[config.mk]
export PLATFORM = sky130hd
export DESIGN_NAME = board_store
export DESIGN_NICKNAME = d
export VERILOG_FILES = /design/src/rtl/board_store.sv
export SDC_FILE = /design/constraint.sdc
export NUM_CORES = 1
export LEC_CHECK = 0
export BUFFER_PORTS_ARGS = -buffer_cell sky130_fd_sc_hd__buf_2
export CAP_MARGIN = 10
export CORE_ASPECT_RATIO = 0.5
export CORE_MARGIN = 5
export CORE_UTILIZATION = 30
export DETAILED_ROUTE_END_ITERATION = 8
export PLACE_DENSITY_LB_ADDON = 0.25
export SETUP_SLACK_MARGIN = 0.2
export SYNTH_ARGS = -nofsm -noshare
export SYNTH_HDL_FRONTEND = slang
export SYNTH_SLANG_ARGS = --single-unit
[constraint.sdc]
create_clock -name clk -period 38.9 [get_ports clk]
set_input_delay 3.89 -clock clk [delete_from_list [all_inputs] [get_ports clk]]
set_output_delay 3.89 -clock clk [all_outputs]
set_load 0.01 [all_outputs]
[src/rtl/board_store.sv]
// board_store: 15x15 Gobang board, checked PLACE/ERASE/CLEAR commit path plus renderer read port.
// Latency: NOP/PLACE/ERASE done 2 cycles after transfer; CLEAR done 225 cycles after; read port 1 cycle.
// Backpressure: cmd_ready_o high only in IDLE, one command in flight; rd port never stalls.
module board_store #(
    parameter int BOARD_N = 15
) (
    input  logic       clk,
    input  logic       rst_n,
    input  logic       cmd_valid_i,
    output logic       cmd_ready_o,
    input  logic [1:0] cmd_op_i,
    input  logic [3:0] seat_x_i,
    input  logic [3:0] seat_y_i,
    input  logic [1:0] piece_i,
    output logic       done_o,
    output logic       err_o,
    input  logic [3:0] rd_x_i,
    input  logic [3:0] rd_y_i,
    output logic [1:0] rd_piece_o,
    output logic [7:0] piece_count_o,
    output logic [3:0] last_x_o,
    output logic [3:0] last_y_o,
    output logic       last_valid_o
);
    localparam int         CELLS     = BOARD_N * BOARD_N;
    localparam logic [7:0] LAST_ADDR = 8'(CELLS - 1);
    localparam logic [3:0] N4        = 4'(BOARD_N);

    typedef enum logic [1:0] {
        OP_NOP   = 2'd0,
        OP_PLACE = 2'd1,
        OP_ERASE = 2'd2,
        OP_CLEAR = 2'd3
    } op_e;

    typedef enum logic [2:0] {
        S_IDLE,
        S_CHECK,
        S_COMMIT,
        S_CLEAR,
        S_DONE
    } state_e;

    typedef struct packed {
        op_e        op;
        logic [3:0] x;
        logic [3:0] y;
        logic [1:0] piece;
    } cmd_t;

    state_e     state_q, state_d;
    cmd_t       cmd_q;
    logic [7:0] sweep_q;
    logic       from_rst_q;
    logic       err_q;

    logic [1:0] mem [0:CELLS-1];

    logic       xfer;
    logic       tgt_in, rd_in, check_err;
    logic [7:0] tgt_addr, rd_addr;
    logic [1:0] tgt_cell;
    logic       mem_we;
    logic [7:0] mem_waddr;
    logic [1:0] mem_wdata;

    function automatic logic [7:0] cell_addr(input logic [3:0] x, input logic [3:0] y);
        return {4'd0, y} * 8'(BOARD_N) + {4'd0, x};
    endfunction

    assign xfer     = cmd_valid_i && cmd_ready_o;
    assign tgt_in   = (cmd_q.x < N4) && (cmd_q.y < N4);
    assign tgt_addr = cell_addr(cmd_q.x, cmd_q.y);
    assign tgt_cell = tgt_in ? mem[tgt_addr] : 2'd0;

    always_comb begin
        check_err = 1'b0;
        case (cmd_q.op)
            OP_PLACE: check_err = !tgt_in || (cmd_q.piece == 2'd0) || (cmd_q.piece == 2'd3)
                                  || (tgt_cell != 2'd0);
            OP_ERASE: check_err = !tgt_in || (tgt_cell == 2'd0);
            default:  check_err = 1'b0;
        endcase
    end

    always_ff @(posedge clk) begin
        if (!rst_n) begin
            state_q <= S_CLEAR;
        end else begin
            state_q <= state_d;
        end
    end

    always_comb begin
        state_d     = state_q;
        cmd_ready_o = 1'b0;
        done_o      = 1'b0;
        mem_we      = 1'b0;
        mem_waddr   = tgt_addr;
        mem_wdata   = 2'd0;
        case (state_q)
            S_IDLE: begin
                cmd_ready_o = 1'b1;
                if (cmd_valid_i) begin
                    state_d = (op_e'(cmd_op_i) == OP_CLEAR) ? S_CLEAR : S_CHECK;
                end
            end
            S_CHECK: state_d = S_COMMIT;
            S_COMMIT: begin
                if (!err_q && (cmd_q.op == OP_PLACE || cmd_q.op == OP_ERASE)) begin
                    mem_we    = 1'b1;
                    mem_wdata = (cmd_q.op == OP_PLACE) ? cmd_q.piece : 2'd0;
                end
                state_d = S_DONE;
            end
            S_CLEAR: begin
                mem_we    = 1'b1;
                mem_waddr = sweep_q;
                // Reset-initiated sweeps return silently; commanded ones report completion.
                if (sweep_q == LAST_ADDR) begin
                    state_d = from_rst_q ? S_IDLE : S_DONE;
                end
            end
            S_DONE: begin
                done_o  = 1'b1;
                state_d = S_IDLE;
            end
            default: state_d = S_IDLE;
        endcase
    end

    assign err_o = done_o && err_q;

    always_ff @(posedge clk) begin
        if (rst_n && mem_we) begin
            mem[mem_waddr] <= mem_wdata;
        end
    end

    always_ff @(posedge clk) begin
        if (!rst_n) begin
            cmd_q         <= '0;
            sweep_q       <= 8'd0;
            from_rst_q    <= 1'b1;
            err_q         <= 1'b0;
            piece_count_o <= 8'd0;
            last_x_o      <= 4'd0;
            last_y_o      <= 4'd0;
            last_valid_o  <= 1'b0;
        end else begin
            case (state_q)
                S_IDLE: begin
                    if (xfer) begin
                        cmd_q      <= '{op: op_e'(cmd_op_i), x: seat_x_i, y: seat_y_i, piece: piece_i};
                        sweep_q    <= 8'd0;
                        from_rst_q <= 1'b0;
                        err_q      <= 1'b0;
                    end
                end
                S_CHECK: err_q <= check_err;
                S_COMMIT: begin
                    if (!err_q) begin
                        if (cmd_q.op == OP_PLACE) begin
                            piece_count_o <= piece_count_o + 8'd1;
                            last_x_o      <= cmd_q.x;
                            last_y_o      <= cmd_q.y;
                            last_valid_o  <= 1'b1;
                        end else if (cmd_q.op == OP_ERASE) begin
                            piece_count_o <= piece_count_o - 8'd1;
                            if (cmd_q.x == last_x_o && cmd_q.y == last_y_o) begin
                                last_valid_o <= 1'b0;
                            end
                        end
                    end
                end
                S_CLEAR: begin
                    sweep_q <= sweep_q + 8'd1;
                    if (sweep_q == LAST_ADDR) begin
                        piece_count_o <= 8'd0;
                        last_valid_o  <= 1'b0;
                    end
                end
                default: ;
            endcase
        end
    end

    // Renderer port: reads the pre-write contents when port A writes the same cell this edge.
    assign rd_in   = (rd_x_i < N4) && (rd_y_i < N4);
    assign rd_addr = cell_addr(rd_x_i, rd_y_i);

    always_ff @(posedge clk) begin
        if (!rst_n) begin
            rd_piece_o <= 2'd0;
        end else begin
            rd_piece_o <= rd_in ? mem[rd_addr] : 2'd0;
        end
    end
endmodule

# Word level (Yosys, flattened, before mapping)
# Memories as Yosys holds them, arrays and structs flattened. A register that Yosys moved wholly into a read port is not among the register bits.
# Cells that the tools add are included.
# word_totals
reg_bits,42
ram_bits,450
in_bits,23
out_inout_bits,22
word_cells,104
n_memories,1
# mem_list
name,depth,width,rd,rd_clocked_by_memory_dff,wr,line_no,rtl
mem,225,2,2,1,1,57,logic [1:0] mem [0:CELLS-1];
# op_classes
add_sub_neg,5
mul,2
n_lt_le_gt_ge,4
n_eq_ne,17
muxes,32
n_bitwise,1
n_reduce_logical,30
# op_table
op,count
$mux W8,6
$pmux W8 S2,2
$add A8 B1 Y8 const B,2
$add A8 B4 Y8,2
$lt A4 B4 Y1 const B,4
$mul A4 B4 Y8 const B,2
$pmux W3 S4,1
$mux W1,11
$mux W2,5
$reduce_and A2 Y1,5
$mux W3,3
$eq A4 B4 Y1,2
$eq A8 B8 Y1 const B,1
$ne A2 B2 Y1 const B,4
$pmux W1 S2,4
$reduce_bool A2 Y1,4
$sub A8 B1 Y8 const B,1
$logic_and A1 B1 Y1,7
$eq A2 B2 Y1 const B,3
$eq A3 B2 Y1 const B,2
$ne A3 B3 Y1 const B,2
$logic_or A1 B1 Y1,5
$reduce_and A5 Y1,1
$logic_not A2 Y1,2
other kinds (8),10

# Depth between registers and ports, before layout
# Gate-level depths: netlist (run 1).
# logic_depth
word_depth,8
depth_mapped,18
ltp_nobuf,15

# Worst setup path after synthesis (run 1)
# No wires, ideal clock.
# synth_path
path_kind,reg2reg
from,reg state_q[2]
to,mem mem[0][0] (data pin)
arrival_ns,10.222
path_slack_ns,26.704
path_stages_with_launch,6
period_less_slack_ns,12.196
path_cell_list,dfxtp_1 > nand2b_1 > nor3_1 > nand2_1 > clkbuf_1 > nor3b_1
# synth_between
elab_chain_cells,2
# synth_rtl
item,line_no,rtl
"start, declared",51,"state_e state_q, state_d;"
"start signal, assigned",90,state_q <= state_d;
$eq A3 B2 Y1,101,case (state_q)
$mux W2,101,
via mem_wdata[0],65,logic [1:0] mem_wdata;
"end, declared",57,
# The timed path passes the listed nets, and every way through them passes these cells.

# Worst setup path in the final report (run 1)
# layout_path
from,in rd_y_i[0]
to,"reg rd_piece_o[1], read port of mem"
# layout_between
elab_chain_cells,4
# layout_rtl
item,line_no,rtl
"start, declared",18,"input logic [3:0] rd_y_i,"
branches (longest 4 deep; another with $mul A4 B4 Y8),--,
"end, declared",19,"output logic [1:0] rd_piece_o,"
# Parallel ways; which one is timed is not known.
# A chain may end at the register's enable or synchronous reset.

==> summary.txt, run 1 <==
Worst-Skew Late Latency: 0.61 ns
ANT nets after route: 0
DP HPWL: 44,400 µm
Area occupied by multi-input gates: 9320 µm²
Worst-Margin Slew: 1.04 ns
FF+latch count, synth: 494
Largest family of logic cells by synthesized area: multiplexers
Post-synth top area cell: edfxtp_1
Synth Area per Inst: 13.1 µm²
Post-Synth XOR/XNOR Area: 0.00900
Max-slew violations: 0
Ys flop type: edfxtp_1
Ports: 45
CTS sink cnt: 494
# DRC: 0
CTS Buf Count: 51
Initial DRC count: 1,679
Height of the die: 211 µm
Final Hold Fails: 0
Compound-Gate Fraction of Synth Area: 0.0733
Setup violators final: 0
CTS resizes: 0
Status: complete, no violations
Via count: 16,100
Largest net degree at the start of global routing: 93
Overall Global Routing Usage: 0.164
RSZ-0062 raised after global routing: false
ANT cells: 0
Mapped cell area: 24,300 µm²
Final worst setup slack: 30.91 ns
Core area: 79,900 µm²
Lkg Pwr: 8.71 nW
# Max-Cap Violations: 0
Maximum operating frequency: 125 MHz
CP Max Fanout: 43
Multiplexer share of the synthesized area: 0.135
Layout fillers: 7,743
Peak supply drop: 0.0328 mV
Count of cell types in the netlist: 61
Adder-cell share of the synthesized area: 0.0360
Layout cells sized above 1: 0.169
Pre-CTS worst setup slack: 30.22 ns
Post-CTS Hold Fix Bufs: 0
Area Overhead vs Synth: 13.1%
Ratio of total power to cell area: 46.4 nW/µm²
Setup Buffers After CTS: 0
RePlAce Congestion: 0.814
Skew final: 0.0157 ns
Post-synth EDFFs: 450
Top cell type's share of synthesized area: 0.555
Longest Clk Path Bufs: 3
Root Buffer: clkbuf_16
Crit path required time: 39.34 ns
Worst-path cell chain: buf_2, ha_4, buf_4, buf_4, mux4_2, mux4_2, mux4_2, and2_1, a211oi_1, a211oi_1
Setup TNS: 0 ns
Power Total: 0.00128 W
GR Overflow Total: 0
PortBufs: 44
Worst Path Arrival: 8.43 ns
Global-route wire length before repair: 107,000 µm
Share of flip-flops with an asynchronous set or reset: 0
WS Path Type: in2reg
Simple-gate share of the synthesized area: 0.125
Slowest Stage Delay on Critical Path: 0.78 ns
Vias per Instance: 5.35
Startpoint types: input pin
Post-synthesis net count: 1,941
Initial Util: 0.304
Critical Path Most Common Cell: mux4_2
Tmin final: 7.99 ns
Die ar.: 87,200 µm²
Post-Syn Instances: 1,857
Reg area: 14,400 µm²
Antenna violations before repair: 0
Worst-path clk slew: 0.06 ns
Max-slew headroom: 0.308
# rows: 73
Final WL: 72,500 µm
Worst hold path class: reg2reg
Slowest cell on the critical path: buf_4
Die X: 413 µm
WL per Instance: 24.1 µm
Ranking of synthesized cells by area: edfxtp_1, mux4_2, nor2_1
Final Net Count: 1,959
CTS tree: built
Post-route clock period utilization: 0.205
H-tree Lvls: 2
Pre-antenna DRT Iters: 6
Crit. End Element: flip-flop
Register area share after synthesis: 0.592
Ys Warns: 0
Number of global-route vias before repair: 16,100
[per-layer routing]
metal  GRT usage  vias up  part of all wire
met3      0.0268       79             0.067
met1       0.237     8348              0.46
met5           0        -                 0
met2       0.262      531              0.46
li1            -     7117                 -
met4      0.0345        0             0.016
[kinds of logic (layout without fill, tap and decap cells)]
group | Yosys count | count (layout)
XOR/XNOR | 25 | 25
buffers and inverters | 170 | 229
AND/OR/NAND/NOR | 690 | 690
flip-flops | 494 | 494
AO/OA/AOI/OAI | 261 | 261
adder cells (fa/ha/maj) | 61 | 61
multiplexers | 156 | 156
[report_power, final]
part | internal, W | leakage (nW) | total, W | switching [W]
Sequential | 0.000572 | 4.61 | 0.000573 | 0.00000163
Combinational | 0.0000860 | 3.27 | 0.000196 | 0.000110
Clock | 0.000293 | 0.827 | 0.000507 | 0.000215
Total | 0.000950 | 8.71 | 0.00128 | 0.000326
[state kept, by name, summed over array words and instances, names as in the netlist]
name	flops
from_rst_q	1
piece_count_o	8
last_valid_o	1
cmd_q	12
last_y_o	4
err_q	1
mem	450
sweep_q	8
rd_piece_o	2
state_q	3
last_x_o	4
[layout make-up]
type,count,area share
Timing Repair Buffer,87,0.0200
Tap cell,1087,0.0494
Inverter,48,0.00655
Sequential cell,494,0.523
Clock buffer,61,0.0500
Multi-Input combinational cell,1193,0.338
Clock inverter,33,0.0126
[critical path, delay by kind of cell]
family / cells / cell delay, ns
compound gates: 2 / 0.28
simple gates: 1 / 0.19
mux: 3 / 1.55
fa+ha+maj: 1 / 0.75
buf+inv: 3 / 1.63
[per-stage QoR]
step	cells	utilization	hold slack [ns]	cell area, µm²
finish	3003	0.344	0.449	27500
global route	3003	0.344	0.462	27500
CTS	3003	0.344	0.447	27500
detailed placement	2909	0.323	0.437	25800
global placement	2908	0.323	0.435	25800
floorplan	1857	-	0.423	24300
[synth_stat cells, drive strengths merged (3+ instances only)]
master	instances
nor4	14
nor3b	15
nor2b	24
nor2	351
buf	46
ha	46
o311ai	6
a21oi	53
a2111oi	9
xnor2	11
nand2	94
edfxtp	450
a311oi	3
o31ai	4
a21o	5
o21ai	30
nand3	19
nor3	133
a211oi	68
fa	15
a21boi	16
xor2	14
a31oi	18
inv	48
nand2b	13
mux4	138
a22oi	6
o21a	3
o211ai	4
o22ai	6
o32ai	12
mux2i	17
and2	12
dfxtp	44
o41ai	4
or2	4
o211a	3
clkbuf	76
[layout by cell type, fill, tap and decap left out, drive strengths merged, types with 15 or more instances in the layout]
cell    count
mux4      138
fa         15
edfxtp    450
clkinv     19
inv        49
a21oi      53
nand2      94
nor2      351
a21boi     16
clkbuf     61
nor2b      24
nand3      19
a211oi     68
nor3b      15
a31oi      18
o21ai      30
ha         46
dfxtp      44
nor3      133
mux2i      17
buf        87
[worst paths after layout]
| kind | slack (ns) | cells past startpoint | endpoint | from |
|---|---|---|---|---|
| setup / recovery | 30.91 | 10 | rd_piece_o[1] | rd_y_i[0] |
| hold / removal | 0.45 | 2 | from_rst_q | from_rst_q |
| setup reg to reg | 33.01 | 13 | mem[6][0] | cmd_q[4] |
| hold reg to reg | 0.45 | 2 | from_rst_q | from_rst_q |
No activity file was read; power rests on OpenSTA's default activity.
==> run 2, diff against run 1 <==
- clock period: 38.9 -> 8.3 ns (I/O delays scaled with it)
==> run 2 against run 1 <==
Final area decreased by 0.68%. Global-route usage increased by 0.083 points. Clock power rose to 4.3 times the previous value. Combinational power grew to 4.9 times the previous value. Worst setup slack got worse by 28 ns. Register-to-register slack got worse by 31 ns. Sequential power rose to 4.7 times the previous value. Clock skew increased by 0.0041 ns. Sequential share of layout area grew 0.36 points. Highest routed layer unchanged.
==> summary.txt, run 2 (synthesis gave the netlist of run 1 again) <==
Layout cells sized above 1: 0.156 (-0.0127)
Pre-CTS worst setup slack: 2.48 ns (-27.73 ns)
# rows: 73 (unchanged)
Final WL: 72,700 µm (+0.28%)
Kind of cell adding the most delay to the critical path: simple AND/OR/NAND/NOR gates
Final Hold Fails: 0 (unchanged)
Largest registers: mem (450), cmd_q (12)
Ratio of total power to cell area: 214 nW/µm² (+360%)
Final worst setup slack: 2.42 ns (-28.49 ns)
Die ar.: 87,200 µm² (unchanged)
Initial DRC count: 1,648 (-1.8%)
Maximum operating frequency: 170 MHz
Setup Buffers After CTS: 0 (unchanged)
Setup violators final: 0 (unchanged)
Largest net degree at the start of global routing: 226 (+140%)
Pre-antenna DRT Iters: 5 (-1)
Max-slew headroom: 0.219 (-0.0889)
Max-slew violations: 0 (unchanged)
# DRC: 0 (unchanged)
Via count: 16,100 (+0.31%)
Die X: 413 µm (unchanged)
ANT nets after route: 0 (unchanged)
ANT cells: 0 (unchanged)
Number of global-route vias before repair: 16,100 (+0.019%)
Worst-path cell chain: fa_1, inv_1, fa_1, fa_1, inv_1, ha_1, a21oi_1, a21bo_1, nand2_1, o21ai_0, nor2_1, nand2_1, nor2_1
Slowest Stage Delay on Critical Path: 0.70 ns (-0.08 ns)
Worst hold path class: reg2reg
CP Max Fanout: 16 (-63%)
# Max-Cap Violations: 0 (unchanged)
Slowest cell on the critical path: nand2_1
H-tree Lvls: 2 (unchanged)
Ports: 45 (unchanged)
Vias per Instance: 5.39 (+0.68%)
Post-route clock period utilization: 0.709
Status: complete, no violations
Post-layout util: 0.342 (-0.00233)
PortBufs: 44 (unchanged)
RSZ-0062 raised after global routing: false
Number of flip-flops in the largest register: 450 (unchanged)
WS Path Type: reg2reg
Post-CTS Hold Fix Bufs: 0 (unchanged)
Worst-Margin Slew: 1.17 ns (+0.133 ns)
Initial Util: 0.304 (unchanged)
Longest Clk Path Bufs: 3 (unchanged)
Height of the die: 211 µm (unchanged)
Antenna violations before repair: 1 (+1)
Area Overhead vs Synth: 12.4%
DP HPWL: 43,200 µm (-2.9%)
WL per Instance: 24.3 µm (+0.65%)
CTS Buf Count: 51 (unchanged)
Final Net Count: 1,955 (-0.20%)
Worst-path clk slew: 0.06 ns (about the same)
CTS resizes: 0 (unchanged)
Crit path required time: 8.57 ns (-30.77 ns)
Core area: 79,900 µm² (unchanged)
RePlAce Congestion: 0.798 (-2.0%)
Commonest non-fill, non-tap cell in the layout: edfxtp_1
Root Buffer: clkbuf_16
Overall Global Routing Usage: 0.165 (+0.000832)
CTS tree: built
Peak supply drop: 0.104 mV (+220%)
Worst Path Arrival: 6.15 ns (-2.28 ns)
CTS sink cnt: 494 (unchanged)
Worst-Skew Late Latency: 0.60 ns (about the same)
CP Buf/Inv Count: 2 (-1)
Lkg Pwr: 8.63 nW (-0.93%)
Tmin final: 5.88 ns
Global-route wire length before repair: 107,000 µm (-0.14%)
Crit. End Element: flip-flop
Largest Register: mem
Critical Path Most Common Cell: fa_1
Commonest cells after routing, fill and taps aside: edfxtp_1, nor2_1, mux4_2
GR Overflow Total: 0 (unchanged)
Startpoint types: flip-flop
Skew final: 0.0198 ns (+0.00408 ns)
-- run 2: cell count changes in the layout (fill, tap and decap cells not counted), moves of 3 or more --
cell and change:
clkbuf_8 -4, buf_12 +4, clkinv_4 -3, clkinv_1 +4, buf_4 -7, clkinvlp_4 -6
clkbuf_1 +9
-- run 2: path summary, 6_finish.rpt --
kind	start	endpoint	slack, ns	depth (start not counted)
worst max-delay path	cmd_q[4]	mem[75][1]	2.42	13
worst max register to register	cmd_q[4]	mem[75][1]	2.42	13
worst min register to register	from_rst_q	from_rst_q	0.45	2
worst min-delay path	from_rst_q	from_rst_q	0.45	2
-- run 2: tightest hold or removal path, cell delays in order (launching register included) --
cell and delay [ns]:
dfxtp_1 0.31, nand2_1 0.05, nand2_1 0.04
-- run 2: per-layer routing --
metal	share of wire	GRT usage	routed length (µm)	up-vias
met5	0	0	0	-
met4	0.029	0.0500	2140	0
met3	0.075	0.0371	5430	123
met2	0.45	0.256	32700	533
met1	0.45	0.232	32400	8324
li1	-	-	-	7145
-- run 2: cell type report --
cell class                      count  area [µm²]
Clock buffer                       65        1330
Clock inverter                     22         200
Fill cell                        7841       52600
Inverter                           48         180
Multi-Input combinational cell   1193        9310
Sequential cell                   494       14400
Tap cell                         1087        1360
Timing Repair Buffer               83         563
-- run 2: per-stage QoR --
step | instances | total power [W] | hold WS, ns | TNS, ns | area [µm²]
2_1_floorplan | 1857 | 0.00337 | 0.423 | -1753.16 | 24300
3_3_place_gp | 2905 | 0.00369 | 0.437 | 0 | 25800
6_report | 2992 | 0.00584 | 0.449 | 0 | 27300
5_1_grt | 2992 | 0.00605 | 0.480 | 0 | 27300
4_1_cts | 2992 | 0.00589 | 0.449 | 0 | 27300
3_5_place_dp | 2905 | 0.00369 | 0.438 | 0 | 25800
-- run 2: power by group --
| group | leakage [nW] | total (W) | switching, W | internal, W |
|---|---|---|---|---|
| sequential | 4.63 | 0.00269 | 0.00000686 | 0.00268 |
| combinational | 3.25 | 0.000955 | 0.000545 | 0.000411 |
| clock | 0.747 | 0.00220 | 0.000952 | 0.00124 |
==> run 3, diff against run 2 <==
- clock period: 8.3 -> 6.1 ns (I/O delays scaled with it)
==> run 3 against run 2 <==
Sequential power is 36% higher. Utilization is 0.46 points higher. Wire length is 1.4% higher. Maximum frequency is 12% higher. Power is 36% higher. Clock-buffer cell count is 1 lower. Critical path depth is 2 higher. Via count is 0.69% higher. Cell count is 1.3% higher. Flip-flop and latch count stayed put. Critical path type unchanged. Highest routed layer unchanged.
==> summary.txt, run 3 (synthesis gave the netlist of run 1 again) <==
Skew final: 0.0250 ns (+0.00527 ns)
Overall Global Routing Usage: 0.167 (+0.00233)
Global-route wire length before repair: 109,000 µm (+2.0%)
Largest Register: mem
Lkg Pwr: 8.86 nW (+2.7%)
Max-slew headroom: 0.172 (-0.0465)
GR Overflow Total: 0 (unchanged)
Reg-to-Reg Start: cmd_q[4]
Hold path depth: 3 (+1)
WL per Instance: 24.3 µm (about the same)
Crit. End Element: flip-flop
CTS sink cnt: 494 (unchanged)
Largest registers: mem (450), cmd_q (12)
Switch Pwr: 0.00205 W (+36%)
Peak supply drop: 0.253 mV (+140%)
Post-CTS Hold Fix Bufs: 0 (unchanged)
CP Buf/Inv Count: 2 (unchanged)
Post-route clock period utilization: 0.864 (+0.155)
Final worst setup slack: 0.832 ns (-1.59 ns)
CTS resizes: 0 (unchanged)
PortBufs: 44 (unchanged)
Min-delay src: seat_x_i[1]
Height of the die: 211 µm (unchanged)
Area Overhead vs Synth: 13.9%
Worst Path Arrival: 5.72 ns (-0.43 ns)
Antenna violations before repair: 0 (-1)
Core area: 79,900 µm² (unchanged)
Worst-Skew Late Latency: 0.60 ns (about the same)
Ratio of total power to cell area: 286 nW/µm² (+34%)
Setup Buffers After CTS: 0 (unchanged)
Tmin final: 5.27 ns (-0.613 ns)
Non-Filler Instances: 3,031 (+1.3%)
Commonest cells after routing, fill and taps aside: edfxtp_1, nor2_1, mux4_2
Layout cells sized above 1: 0.178 (+0.0211)
Layout fillers: 7,785 (-0.71%)
Power Total: 0.00793 W (+36%)
Vias per Instance: 5.36 (-0.60%)
Setup violators final: 0 (unchanged)
Via count: 16,200 (+0.69%)
Longest Clk Path Bufs: 3 (unchanged)
Worst setup startpoint: cmd_q[4]
Switching Share: 0.259 (+0.00116)
Maximum operating frequency: 190 MHz (+12%)
Slowest Stage Delay on Critical Path: 0.70 ns (about the same)
Pre-antenna DRT Iters: 5 (unchanged)
Sequential power share: 0.461 (about the same)
# rows: 73 (unchanged)
Kind of cell adding the most delay to the critical path: adder cells
Worst hold path class: in2reg
Die X: 413 µm (unchanged)
Worst-path cell chain: fa_1, inv_1, fa_1, fa_1, inv_1, ha_1, xnor2_2, a2111oi_0, a31oi_1, a211oi_1, or4_1, a32oi_1, o211a_1, o22a_1, o211ai_1
Startpoint types: flip-flop
WP depth: 15 (+2)
Final Hold Fails: 0 (unchanged)
Worst-Margin Slew: 1.24 ns (+0.0726 ns)
RSZ-0062 raised after global routing: false
Pint: 0.00588 W (+36%)
CP Max Fanout: 10 (-6)
DP HPWL: 46,200 µm (+6.9%)
Clock Power Share: 0.373 (-0.003)
H-tree Lvls: 2 (unchanged)
Number of flip-flops in the largest register: 450 (unchanged)
Final WL: 73,700 µm (+1.4%)
Initial Util: 0.304 (unchanged)
Commonest non-fill, non-tap cell in the layout: edfxtp_1
Initial DRC count: 1,592 (-3.4%)
Status: complete, no violations
Crit path required time: 6.55 ns (-2.02 ns)
RePlAce Congestion: 0.808 (+1.3%)
CTS Buf Count: 49 (-3.9%)
Comb power frac: 0.166 (+0.002)
R2r worst-path depth: 15 (+2)
Slowest cell on the critical path: xnor2_2
Number of global-route vias before repair: 16,300 (+1.2%)
Largest net degree at the start of global routing: 185 (-18%)
Worst-path clk slew: 0.06 ns (about the same)
ANT nets after route: 0 (unchanged)
# Max-Cap Violations: 0 (unchanged)
# DRC: 0 (unchanged)
WS Path Type: reg2reg
Critical Path Most Common Cell: fa_1
Pre-CTS worst setup slack: 0.840 ns (-1.64 ns)
Post-Place Cells: 2,942 (+1.3%)
Ports: 45 (unchanged)
Final Net Count: 1,990 (+1.8%)
Root Buffer: clkbuf_16
Die ar.: 87,200 µm² (unchanged)
CTS tree: built
Max-slew violations: 0 (unchanged)
-- run 3: worst paths after layout --
kind                      to  slack, ns
hold reg to reg   from_rst_q       0.45
hold / removal      cmd_q[7]       0.28
setup / recovery       err_q       0.83
setup reg to reg       err_q       0.83
-- run 3: worst reg2reg max path: cells and delay by family (launching register included) --
kind                     cells  cell delay [ns]
adder cells (fa/ha/maj)      4             1.82
AO/OA/AOI/OAI                7             1.34
XOR/XNOR                     1             0.70
AND/OR/NAND/NOR              1             0.58
flip-flops                   1             0.55
buffers and inverters        2             0.15
-- run 3: final cells by class --
type	instances	area (µm²)	share of cell area
antenna	1	2.50	0.0000903
clock buffer	64	1320	0.0478
clock inverter	24	199	0.00718
inverter	48	180	0.00650
multi-input combinational	1193	9330	0.337
sequential	494	14400	0.519
tap	1087	1360	0.0491
timing repair buffer	120	916	0.0331
-- run 3: through the flow --
step / hold slack [ns] / setup TNS [ns] / util / instance area [µm²]
floorplan: 0.423 / -450.21 / - / 24300
detailed placement: 0.440 / 0 / 0.328 / 26200
global route: 0.279 / 0 / 0.347 / 27700
CTS: 0.245 / 0 / 0.347 / 27700
finish: 0.278 / 0 / 0.347 / 27700
global placement: 0.435 / 0 / 0.328 / 26200
-- run 3: power groups by stage --
stage / Sequential (W) / Clock, W / Combinational (W)
after floorplan: 0.00372 / 0 / 0.000868
after global placement: 0.00373 / 0 / 0.00130
after detailed placement: 0.00373 / 0 / 0.00131
after CTS: 0.00366 / 0.00302 / 0.00132
after global routing: 0.00365 / 0.00315 / 0.00139
final: 0.00365 / 0.00296 / 0.00132
-- run 3: routing by layer --
metal  part of all wire  vias to the layer above  GRT usage  wire length [µm]
met5                  0                        -          0                 0
met4              0.020                        0     0.0385              1440
met3              0.065                       96     0.0305              4800
met2               0.46                      480      0.269             34200
met1               0.45                     8465      0.236             33200
li1                   -                     7196          -                 -
